File: src/rtl/pipelined_alu_dp.sv
// pipelined_alu_dp: two-stage valid/ready ALU (one-hot func_code; a/b in; out_result plus carry/zero/parity/err flags out)
module pipelined_alu_dp #(
  parameter int WIDTH      = 4,
  parameter bit PARITY_ODD = 1'b1
) (
  input  logic             clk,
  input  logic             rst_n,
  input  logic             in_valid,
  output logic             in_ready,
  input  logic [7:0]       func_code,
  input  logic [WIDTH-1:0] a,
  input  logic [WIDTH-1:0] b,
  output logic             out_valid,
  input  logic             out_ready,
  output logic [WIDTH-1:0] out_result,
  output logic             out_carry,
  output logic             out_zero,
  output logic             out_parity,
  output logic             out_err
);
  logic             s1_valid, s1_err, err, s1_load, s2_load;
  logic [2:0]       op, s1_op;
  logic [WIDTH-1:0] s1_a, s1_b;
  logic [WIDTH:0]   res;
  assign s2_load  = !out_valid || out_ready;
  assign s1_load  = !s1_valid || s2_load;
  assign in_ready = s1_load;
  always_comb begin
    op  = 3'd0;
    err = 1'b0;
    case (func_code)
      8'h80: op = 3'd0;
      8'h40: op = 3'd1;
      8'h20: op = 3'd2;
      8'h10: op = 3'd3;
      8'h08: op = 3'd4;
      8'h04: op = 3'd5;
      8'h02: op = 3'd6;
      8'h01: op = 3'd7;
      default: err = 1'b1;
    endcase
  end
  always_comb begin
    res = {1'b0, s1_a};
    if (!s1_err)
      case (s1_op)
        3'd0: res = {1'b0, s1_a} + {1'b0, s1_b};
        3'd1: res = {1'b0, s1_a} - {1'b0, s1_b};
        3'd2: res = {1'b0, s1_a ^ s1_b};
        3'd3: res = {1'b0, s1_a | s1_b};
        3'd4: res = {1'b0, s1_a & s1_b};
        3'd5: res = {1'b0, ~(s1_a | s1_b)};
        3'd6: res = {1'b0, ~(s1_a & s1_b)};
        default: res = {1'b0, ~(s1_a ^ s1_b)};
      endcase
  end
  always_ff @(posedge clk) begin
    if (!rst_n) begin
      s1_valid   <= 1'b0;
      s1_op      <= '0;
      s1_err     <= 1'b0;
      s1_a       <= '0;
      s1_b       <= '0;
      out_valid  <= 1'b0;
      out_result <= '0;
      out_carry  <= 1'b0;
      out_zero   <= 1'b0;
      out_parity <= 1'b0;
      out_err    <= 1'b0;
    end else begin
      if (s1_load) begin
        s1_valid <= in_valid;
        if (in_valid) begin
          s1_op  <= op;
          s1_err <= err;
          s1_a   <= a;
          s1_b   <= b;
        end
      end
      if (s2_load) begin
        out_valid <= s1_valid;
        if (s1_valid) begin
          out_result <= res[WIDTH-1:0];
          out_carry  <= res[WIDTH];
          out_zero   <= res[WIDTH-1:0] == '0;
          out_parity <= PARITY_ODD ? ~^res[WIDTH-1:0] : ^res[WIDTH-1:0];
          out_err    <= s1_err;
        end
      end
    end
  end
endmodule

File: config.mk
export PLATFORM = sky130hd
export DESIGN_NAME = pipelined_alu_dp
export DESIGN_NICKNAME = d
export VERILOG_FILES = /design/src/rtl/pipelined_alu_dp.sv
export SDC_FILE = /design/constraint.sdc
export NUM_CORES = 1
export LEC_CHECK = 0
export ABC_AREA = 1
export BUFFER_PORTS_ARGS = -buffer_cell sky130_fd_sc_hd__buf_2
export CAP_MARGIN = 15
export CORE_MARGIN = 2
export CORE_UTILIZATION = 45
export CTS_CLUSTER_SIZE = 16
export DETAILED_ROUTE_END_ITERATION = 8
export MAX_ROUTING_LAYER = met4
export PLACE_DENSITY = 0.67
export SLEW_MARGIN = 15
export SYNTH_ARGS = -nofsm -noshare
export SYNTH_HDL_FRONTEND = slang
export SYNTH_SLANG_ARGS = --single-unit
File: constraint.sdc
create_clock -name clk -period 6.3 [get_ports clk]
set_input_delay 0.315 -clock clk [delete_from_list [all_inputs] [get_ports clk]]
set_output_delay 0.315 -clock clk [all_outputs]
set_load 0.05 [all_outputs]
* Word-level counts from Yosys, hierarchy flattened
Cells that the tools add are included.
W data, S select, Z words.
** Storage, ports and cells
- Output and inout bits :: 10
- Flip-flop bits (word level) :: 22
- Bits of input ports :: 20
- Logic and storage cells :: 47
** Operators by class
- Add/subtract/negate cells :: 2
- Eq/ne operators :: 14
- Bitwise logic cells :: 6
- Reduce and logical (&&, ||, !) cells :: 10
- Mux-type cells :: 4
** Operators with widths (number)
- $pmux W5 S7 :: 1
- $pmux W3 S7 :: 1
- $not A4 Y4 :: 3
- $eq A3 B3 Y1 const B :: 3
- $eq A8 B1 Y1 const B :: 1
- $eq A8 B2 Y1 const B :: 1
- $eq A8 B3 Y1 const B :: 1
- $eq A8 B4 Y1 const B :: 1
- $eq A8 B5 Y1 const B :: 1
- $eq A8 B6 Y1 const B :: 1
- $eq A8 B7 Y1 const B :: 1
- $eq A8 B8 Y1 const B :: 1
- $reduce_or A8 Y1 :: 1
- $eq A3 B2 Y1 const B :: 2
- $add A4 B4 Y5 :: 1
- $mux W5 :: 1
- $sub A4 B4 Y5 :: 1
- $and A4 B4 Y4 :: 1
- $logic_not A4 Y1 :: 1
- $or A4 B4 Y4 :: 1
- $reduce_and A2 Y1 :: 2
- $reduce_xnor A4 Y1 :: 1
- $xor A4 B4 Y4 :: 1
- $eq A3 B1 Y1 const B :: 1
- 4 further kinds :: 6

* Depth between registers and ports, before layout
Gate-level depths: netlist of the first run.
- Depth after elaboration :: 5
- Depth in mapped cells :: 15
- Mapped depth without buffers :: 15

* Least setup slack after synthesis of the first run
OpenSTA, ideal clock, no wires.
- Path kind :: register -> register
- Start point :: register s1_b[0]
- End point :: register out_parity
- Data required time :: 6.230 ns
- Clock period less this slack :: 2.301 ns
- Arrival :: 2.231 ns
- Cell stages (with the launch flop) :: 15
- Library setup time :: 0.070 ns
- Setup slack :: 3.999 ns
- Buffers on the path :: 0
- Cell sequence :: dfxtp_1 inv_1 ha_1 inv_1 nand2_1 xor2_1 ha_1 a21oi_1 nand3_1 nand3_1 nand2_1 a21boi_0 ha_1 xor2_1 a21oi_1
** On the way
- Cells in the longest elaborated chain, start to end :: 5
- Elaborated cells on any way between the ends :: 11
- Those cells by class :: add/sub (2); mux (2); bitwise (6); reduce/logical (1)
** Ends and longest elaborated chain
- start: declaration :: line 23 : logic [WIDTH-1:0] s1_a, s1_b;
- start signal: assignment :: line 63 : s1_b <= '0;
- start signal: assignment :: line 77 : s1_b <= b;
- branches (longest 2 deep; another with $sub A4 B4 Y5)
- $pmux W5 S7 (*) :: line 46 : case (s1_op)
- $mux W5 (*) :: line 45 : if (!s1_err)
- $reduce_xnor A4 Y1 (*) :: line 86 : out_parity <= PARITY_ODD ? ~^res[WIDTH-1:0] : ^res[WIDTH-1:0];
- end signal: assignment :: line 86
- end: declaration :: line 18 : output logic out_parity,
Mark *: on every way between the ends.
A chain may end at the register's enable or synchronous reset.

* Worst setup path in the final report of the first run
- Start point :: register s1_op[2]
- End point :: register out_parity
** On the way
- Cells in the longest elaborated chain, start to end :: 4
- Elaborated cells on any way between the ends :: 10
- Those cells by class :: eq/ne (6); mux (2); reduce/logical (2)
** Ends and longest elaborated chain
- start: declaration :: line 22 : logic [2:0] op, s1_op;
- start signal: assignment :: line 74 : s1_op <= op;
- $eq A3 B3 Y1 (tied with other cells) :: line 46
- $pmux W5 S7 (*) :: line 46
- $mux W5 (*) :: line 45
- $reduce_xnor A4 Y1 (*) :: line 86
Every way passes the cells marked *; elsewhere a longest branch is shown, timed or not.

==> run summary, run 1 <==
Of the post-synthesis cell area, the dominant cell type holds 26.23%. The tools report the number of iterations in the first detailed-routing pass as 4. The tools report the post-detailed-routing wire length as 3662 microns. The tree is rooted in a sky130_fd_sc_hd__clkbuf_8. Setup repair after global routing left no endpoint under its margin. Of the available clock period, the critical path in the final layout requires 42.80%. Net switching is 35.89% of the power. The die covers 0.004236 sq mm. The tools report the insertion delay to the later sink of the worst-skew pair as 0.27 ns.

The worst path arrival time is 2.84 ns. OpenSTA, run right after detailed placement, puts the worst setup slack at 3.635 ns. The synthesized design spends more area on one cell type than any other, namely sky130_fd_sc_hd__dfxtp_1.

Once the clock tree was built, the resizer swapped 0 gates to a different size. The run gives 0 as the number of endpoints with negative hold slack in the final report. For this block, the initial DRC count from the detailed router was 71. The area growth from synthesis to layout is 11.62%.

Of the total power, combinational logic draws 33.5%. The number of antenna violations at the first check in global routing was 0. The logs give 26.23% for the sequential cell area fraction in the yosys report and 289 for the net count after synthesis. The sequential share of power is 40.7%. The accumulated negative setup slack came out at 0 ns.

The category of the worst setup path capture point is a flip-flop. The tools report the count of hold-fix buffers inserted at cts as 0. Clock tree synthesis inserted a total of 3 buffers.

No sink is reached through more buffers than the 2 on the longest clock path. The analysis attributes to net switching a power of 0.1418 mW. The clock network is responsible for 25.8% of the overall power. The source of the worst register-to-register timing path was s1_op[2]. The run gives 1 as the H-tree level count. Dividing the detail-routed wire length by the instance count gives 11.27 microns.

The path type of the worst setup path was reg -> reg. The aggregate global-route resource usage is 19.98%, and the total global routing overflow is 0. The synthesized instance count is 253, and the minimum clock period after layout is 2.697 ns. Across all layers, the routed design uses 1597 vias.

The maximum clock skew at final layout came out at 0.004661 ns. In this run the cell area of the synthesized design comes to 0.001679 sq mm. The tools report the final setup violation count as 0. After clock tree synthesis, the clock-pin slew on the worst setup and hold paths is 0.08 ns. The count of flip-flops with a built-in enable after synthesis works out to 0. Clock tree synthesis found a total of 22 sinks. The critical-path maximum fanout was 14; the post-DP HPWL was 2968 microns. The worst register-to-register path has a depth of 13.

The fraction of layout instances using a drive strength above 1 is 15.16%. Final-layout fill cell count: 390. The number of I/O pins came out at 30.

Measured against its own limit, the worst slew margin works out to 56.35%. The run gives 0 as the final number of max-transition violations. For the worst path required time, the log shows 6.45 ns. The run gives 46.21% as the starting utilization of the core area. The share of synthesized flip-flops with an asynchronous set or reset was 0%; the global-route wire length before repair was 6479 microns.

The floorplan has 22 rows. The min-delay analysis places its worst path in the category in -> reg. After detailed routing, the number of vias per cell comes to 4.914.

The setup slack of the critical path after layout was 3.603 ns; the number of design rule violations left after detail routing was 0. For the core area, the log shows 0.003633 sq mm. By count the netlist is led by sky130_fd_sc_hd__inv_1, sky130_fd_sc_hd__nand2_1, sky130_fd_sc_hd__nor2_1. The endpoint of the worst register-to-register path is out_parity. At the pin with the least slew margin, the transition time is 0.6532 ns.

Among all flip-flop cells after synthesis, the most frequent one is sky130_fd_sc_hd__dfxtp_1. The repair_antennas step left the layout with diodes totalling 0. The number of storage elements in the synthesis netlist was 22. The run gives 0.2534 mW as the design internal power. STA classifies the critical path startpoint as a flip-flop.

The congestion estimate from routability-driven global placement came to 0.8855. The average cell area after synthesis is 6.637 sq um. Based on the critical path, the design can be clocked at up to 370.8 MHz. Sorting the synthesized cells by area gives the leading types as sky130_fd_sc_hd__dfxtp_1, sky130_fd_sc_hd__ha_1, sky130_fd_sc_hd__inv_1, sky130_fd_sc_hd__nand2_1, sky130_fd_sc_hd__nor2_1. TritonCTS built the clock tree. Summed over all cells, the static leakage comes to 0.9650 nW. The logs give 0 for the count of maximum capacitance violations and 3.60 ns for the reg-to-reg setup timing slack.

The die is 65.09 microns wide. Entering global routing, the biggest net connects 23 pins. For hold timing, the worst endpoint is s1_b[2]. The port buffer count came out at 29. In this run the most critical hold path is launched from b[2]. The net count of the finished layout is 314.

Power per unit of standard cell area: 210.8 mW/mm^2. The die is 65.09 microns tall. The run gives 0 as the remaining number of nets flagged by the antenna check after routing. The synthesized netlist contains 31 unique library cells.

Across the VDD grid, the largest voltage drop is 0.1285 mV. The worst hold path cell count came out at 3. The flow ran to the end, and the final reports show no timing, DRC or antenna violations. The run gives 1477 as the via count of the first global-routing pass.

Yosys printed 0 warnings. Once the clock tree was built, the setup fixing pass inserted 0 buffers.
[worst max-delay path, stage by stage, from the launching register on]
cell	delay [ns]
sky130_fd_sc_hd__dfxtp_1	0.59
sky130_fd_sc_hd__inv_2	0.15
sky130_fd_sc_hd__nand3_1	0.18
sky130_fd_sc_hd__nand2_1	0.09
sky130_fd_sc_hd__xor2_1	0.15
sky130_fd_sc_hd__ha_1	0.33
sky130_fd_sc_hd__a21oi_1	0.20
sky130_fd_sc_hd__nand3_1	0.09
sky130_fd_sc_hd__nand3_1	0.09
sky130_fd_sc_hd__nand2_1	0.06
sky130_fd_sc_hd__a21boi_0	0.16
sky130_fd_sc_hd__ha_1	0.26
sky130_fd_sc_hd__xor2_1	0.16
sky130_fd_sc_hd__a21oi_1	0.08
[final cells by class]
class	instances	area (sq um)	share of cell area, %
multi-input cells	180	1013	54.07
repair buffers	29	145.1	7.744
inverters	42	160.2	8.545
clock buffers	4	55.05	2.937
flip-flops and latches	22	440.4	23.50
well taps	48	60.06	3.204
[state kept, by name, indices dropped and copies added (netlist names)]
register	cells
out_zero	1
out_parity	1
s1_a	4
out_result	4
s1_op	3
s1_b	4
out_carry	1
s1_valid	1
out_err	1
out_valid	1
s1_err	1
[through the flow]
stage | total power [mW] | area, sq um | std cells | hold WS, ns | util, %
floorplan | 0.2680 | 1679 | 253 | 0.4534 | -
global placement | 0.2957 | 1819 | 321 | 0.4530 | 50.07
detailed placement | 0.2961 | 1819 | 321 | 0.4664 | 50.07
CTS | 0.3976 | 1874 | 325 | 0.3261 | 51.58
global route | 0.4245 | 1874 | 325 | 0.3524 | 51.58
finish | 0.3952 | 1874 | 325 | 0.3296 | 51.58
[worst max-delay path by stage]
stage	startpoint	endpoint	slack, ns
2_1_floorplan	s1_b[0]	out_parity	4.00
3_3_place_gp	s1_op[2]	out_parity	3.69
3_5_place_dp	s1_op[2]	out_parity	3.64
4_1_cts	s1_op[2]	out_parity	3.62
5_1_grt	s1_op[2]	out_parity	3.38
6_report	s1_op[2]	out_parity	3.60
[layout by cell type (no fill, tap or decap), drive strengths merged]
cell / instances
xnor2: 1
buf: 29
o21ai: 16
o31ai: 2
a211oi: 2
nand3: 23
a21boi: 3
a21oi: 21
o211ai: 1
nand2: 40
clkbuf: 4
nand3b: 2
xor2: 3
nor3: 3
inv: 42
ha: 15
nor2: 36
dfxtp: 22
nand4: 11
fa: 1
[power by group through the flow]
| stage | Clock, mW | Sequential, mW | Combinational, mW |
|---|---|---|---|
| floorplan | 0 | 0.175 | 0.0934 |
| global placement | 0 | 0.164 | 0.132 |
| detailed placement | 0 | 0.164 | 0.132 |
| CTS | 0.104 | 0.161 | 0.133 |
| global route | 0.109 | 0.162 | 0.153 |
| finish | 0.102 | 0.161 | 0.132 |
[cell families (layout without fill, tap and decap cells)]
family,after synthesis,in the layout,share of synthesized area (%)
AOI/OAI and AO/OA,45,45,14.83
xor gates and xnor gates,4,4,2.087
adders and majority gates,16,16,12.37
buffers and inverters,51,75,13.41
DFF,22,22,26.23
and+or+nand+nor,115,115,31.07
[per-layer routing]
layer	routed length (microns)	GRT usage, %
met5	0	-
met4	55	6.250
met2	1606	31.70
met3	84	1.042
met1	1916	27.49
Power figures use the tool's default switching activity.
==> run 2: changes to the inputs <==
==> constraint.sdc (replaced) <==
create_clock -name clk -period 2.8 [get_ports clk]
set_input_delay 0.14 -clock clk [delete_from_list [all_inputs] [get_ports clk]]
set_output_delay 0.14 -clock clk [all_outputs]
set_load 0.05 [all_outputs]
==> run 2 against run 1 <==
Effect of this change:
- sequential share of layout area decreased by 0.37 points
- power increased by 130%
- clock-buffer cell count unchanged
- via count increased by 4.1%
- critical path depth increased by 1
- combinational power increased by 140%
- highest routed layer unchanged
==> run summary, run 2 (same netlist as run 1, synthesis figures left out) <==
For the number of design rule violations left after detail routing, the log shows 0 (unchanged). Fraction of layout instances using a drive strength above 1: 16.37% (+1.2 points). The die outline area is 0.004236 sq mm (unchanged). The tightest min-delay check is of the in -> reg type.

The library cells used most frequently in the layout, excluding fill and tap cells, are sky130_fd_sc_hd__inv_1, sky130_fd_sc_hd__nand2_1, sky130_fd_sc_hd__nor2_1, sky130_fd_sc_hd__buf_2. Number of antenna violations at the first check in global routing: 0 (unchanged). The logs give 74 (+4.2%) for the number of design-rule violations left by the first detailed-router iteration and 2.67 ns (-0.17 ns) for the worst path arrival time. The final-layout fill cell count was 416 (+6.7%). The post-detailed-routing wire length is 3911 microns (+6.8%), and the routed via count divided by cell count is 5.055 (+2.9%).

The tools report the headroom to the max-slew limit as 73.62% (+17 points). STA classifies the critical path endpoint as a flip-flop. The post-DP HPWL is 3130 microns (+5.4%). From synthesis to final layout, the design area changed by 13.41%. The transition at the pin with the smallest max-transition slack was 0.3953 ns (-0.2580 ns).

The starting utilization of the core area is 46.21% (unchanged). The port buffer count was 29 (unchanged). The detailed router used layers up to and including met4. Fmax: 395.6 MHz (+6.7%).

For the quantity of gates resized following cts, the log shows 0 (unchanged). The total setup buffers inserted after CTS is 0 (unchanged). The die span in y was 65.09 microns (unchanged).

The run gives 0 (unchanged) as the final setup violation count. The clock sink total was 22 (unchanged); the aggregate global-route resource usage was 21.06% (+1.1 points). The number of antenna diodes was 0 (unchanged); the routed wirelength normalized by instance count was 11.89 microns (+5.5%).

The run gives 30 (unchanged) as the number of I/O pins. The H-tree level count was 1 (unchanged); the count of maximum capacitance violations was 0 (unchanged). Detailed-routing wirelength on met1: 1946 microns (+1.6%).

The run gives 3 (unchanged) as the number of CTS-inserted buffers. The run gives 2 (unchanged) as the buffer depth of the longest clock path. The global-route wire length before repair is 6831 microns (+5.4%), and the depth of the worst register-to-register path is 14 (+1). For the core area, the log shows 0.003633 sq mm (unchanged).

The path type of the worst setup path was reg -> reg. The worst setup path is launched from a flip-flop. The worst path required time was 2.94 ns (-3.51 ns). The number of cell rows came out at 22 (unchanged).

In the final layout, the registers with the most flip-flops are out_result (4), s1_a (4), s1_b (4). For the overall power, the log shows 0.9012 mW (+130%). The maximum clock skew at final layout was 0.0006979 ns (-0.003963 ns); the largest net degree at the start of global routing was 14 (-39%). The run finished with clean final reports. The leakage dissipation was 0.9856 nW (+2.1%); the clock-pin slew of the registers on the worst-case setup and hold paths was 0.08 ns (about the same). Width of the die: 65.09 microns (unchanged). The count of hold-fix buffers inserted at cts came out at 0 (unchanged). The tools report the layout net count as 318 (+1.3%). The combined area of the multi-input logic cells is 0.001013 sq mm (unchanged), and the met2 wire length is 1734 microns (+8.0%). For the routed length on met3, the log shows 186 microns (+120%). The insertion delay to the later sink of the worst-skew pair is 0.26 ns (about the same), and the power per unit of standard cell area is 473.2 mW/mm^2 (+120%).

For the number of iterations in the first detailed-routing pass, the log shows 4 (unchanged). The total global routing overflow is 0 (unchanged). Setup repair after global routing left no endpoint under its margin. For the accumulated negative setup slack, the log shows 0 ns (unchanged). Via count of the first global-routing pass: 1527 (+3.4%). TritonCTS built the clock tree. Clock root buffer: sky130_fd_sc_hd__clkbuf_8.

The logs give 0.8965 (+1.2%) for the global placement routability congestion and 0 (unchanged) for the final number of max-transition violations. The minimum clock period after layout works out to 2.528 ns (-0.1690 ns). The worst hold path cell count works out to 3 (unchanged). The total number of vias came out at 1663 (+4.1%). For the sequential cell area, the log shows 440.4 sq um (unchanged).

The critical-path maximum fanout came out at 4 (-10). The remaining number of nets flagged by the antenna check after routing is 0 (unchanged). The portion of the clock cycle consumed by the worst path in the final layout works out to 90.27% (+47 points). The logs give 0 (unchanged) for the number of endpoints with negative hold slack in the final report and 0.3509 mV (+170%) for the maximum vdd drop.
[run 2: cell count changes in the layout (fill, tap and decap cells not counted)]
cell	delta
sky130_fd_sc_hd__buf_4	+4
[run 2: worst max-delay path, cell delays in order, from the launching register on]
cell                       delay (ns)
sky130_fd_sc_hd__dfxtp_1         0.38
sky130_fd_sc_hd__inv_1           0.10
sky130_fd_sc_hd__ha_1            0.20
sky130_fd_sc_hd__inv_1           0.07
sky130_fd_sc_hd__nand2_1         0.07
sky130_fd_sc_hd__xor2_1          0.15
sky130_fd_sc_hd__ha_1            0.33
sky130_fd_sc_hd__a21oi_1         0.19
sky130_fd_sc_hd__nand3_1         0.09
sky130_fd_sc_hd__nand3_1         0.09
sky130_fd_sc_hd__nand2_1         0.06
sky130_fd_sc_hd__a21boi_0        0.18
sky130_fd_sc_hd__ha_1            0.27
sky130_fd_sc_hd__xor2_1          0.15
sky130_fd_sc_hd__a21oi_1         0.08
[run 2: area by class of cell]
cell class | count | share of cell area [%]
Sequential cell | 22 | 23.13
Tap cell | 48 | 3.154
Inverter | 42 | 8.410
Clock buffer | 4 | 2.891
Multi-Input combinational cell | 180 | 53.22
Timing Repair Buffer | 33 | 9.198
[run 2: final timing paths]
path	start	slack, ns	endpoint
setup / recovery	s1_b[0]	0.27	out_parity
hold / removal	a[0]	0.16	s1_a[0]
setup reg to reg	s1_b[0]	0.27	out_parity
hold reg to reg	out_carry	0.47	out_carry
[run 2: where the power goes]
part / internal, mW / total (mW) / switching, mW
registers: 0.336 / 0.356 / 0.0203
logic: 0.114 / 0.314 / 0.200
clock network: 0.125 / 0.231 / 0.106
total: 0.575 / 0.901 / 0.326
[run 2: stage by stage]
stage | util, % | instances | hold slack [ns] | cell area (sq um) | setup slack, ns
2_1_floorplan | - | 253 | 0.2784 | 1679 | 0.4989
3_3_place_gp | 50.90 | 325 | 0.4188 | 1849 | 0.3722
3_5_place_dp | 50.90 | 325 | 0.4255 | 1849 | 0.3303
4_1_cts | 52.41 | 329 | 0.1463 | 1904 | 0.2936
5_1_grt | 52.41 | 329 | 0.1624 | 1904 | 0.02983
6_report | 52.41 | 329 | 0.1557 | 1904 | 0.2724
[run 2: per-layer routing]
metal	GRT usage, %	vias to the layer above
met1	28.28	732
li1	-	883
met4	6.250	0
met2	33.76	44
met5	-	-
met3	2.083	4
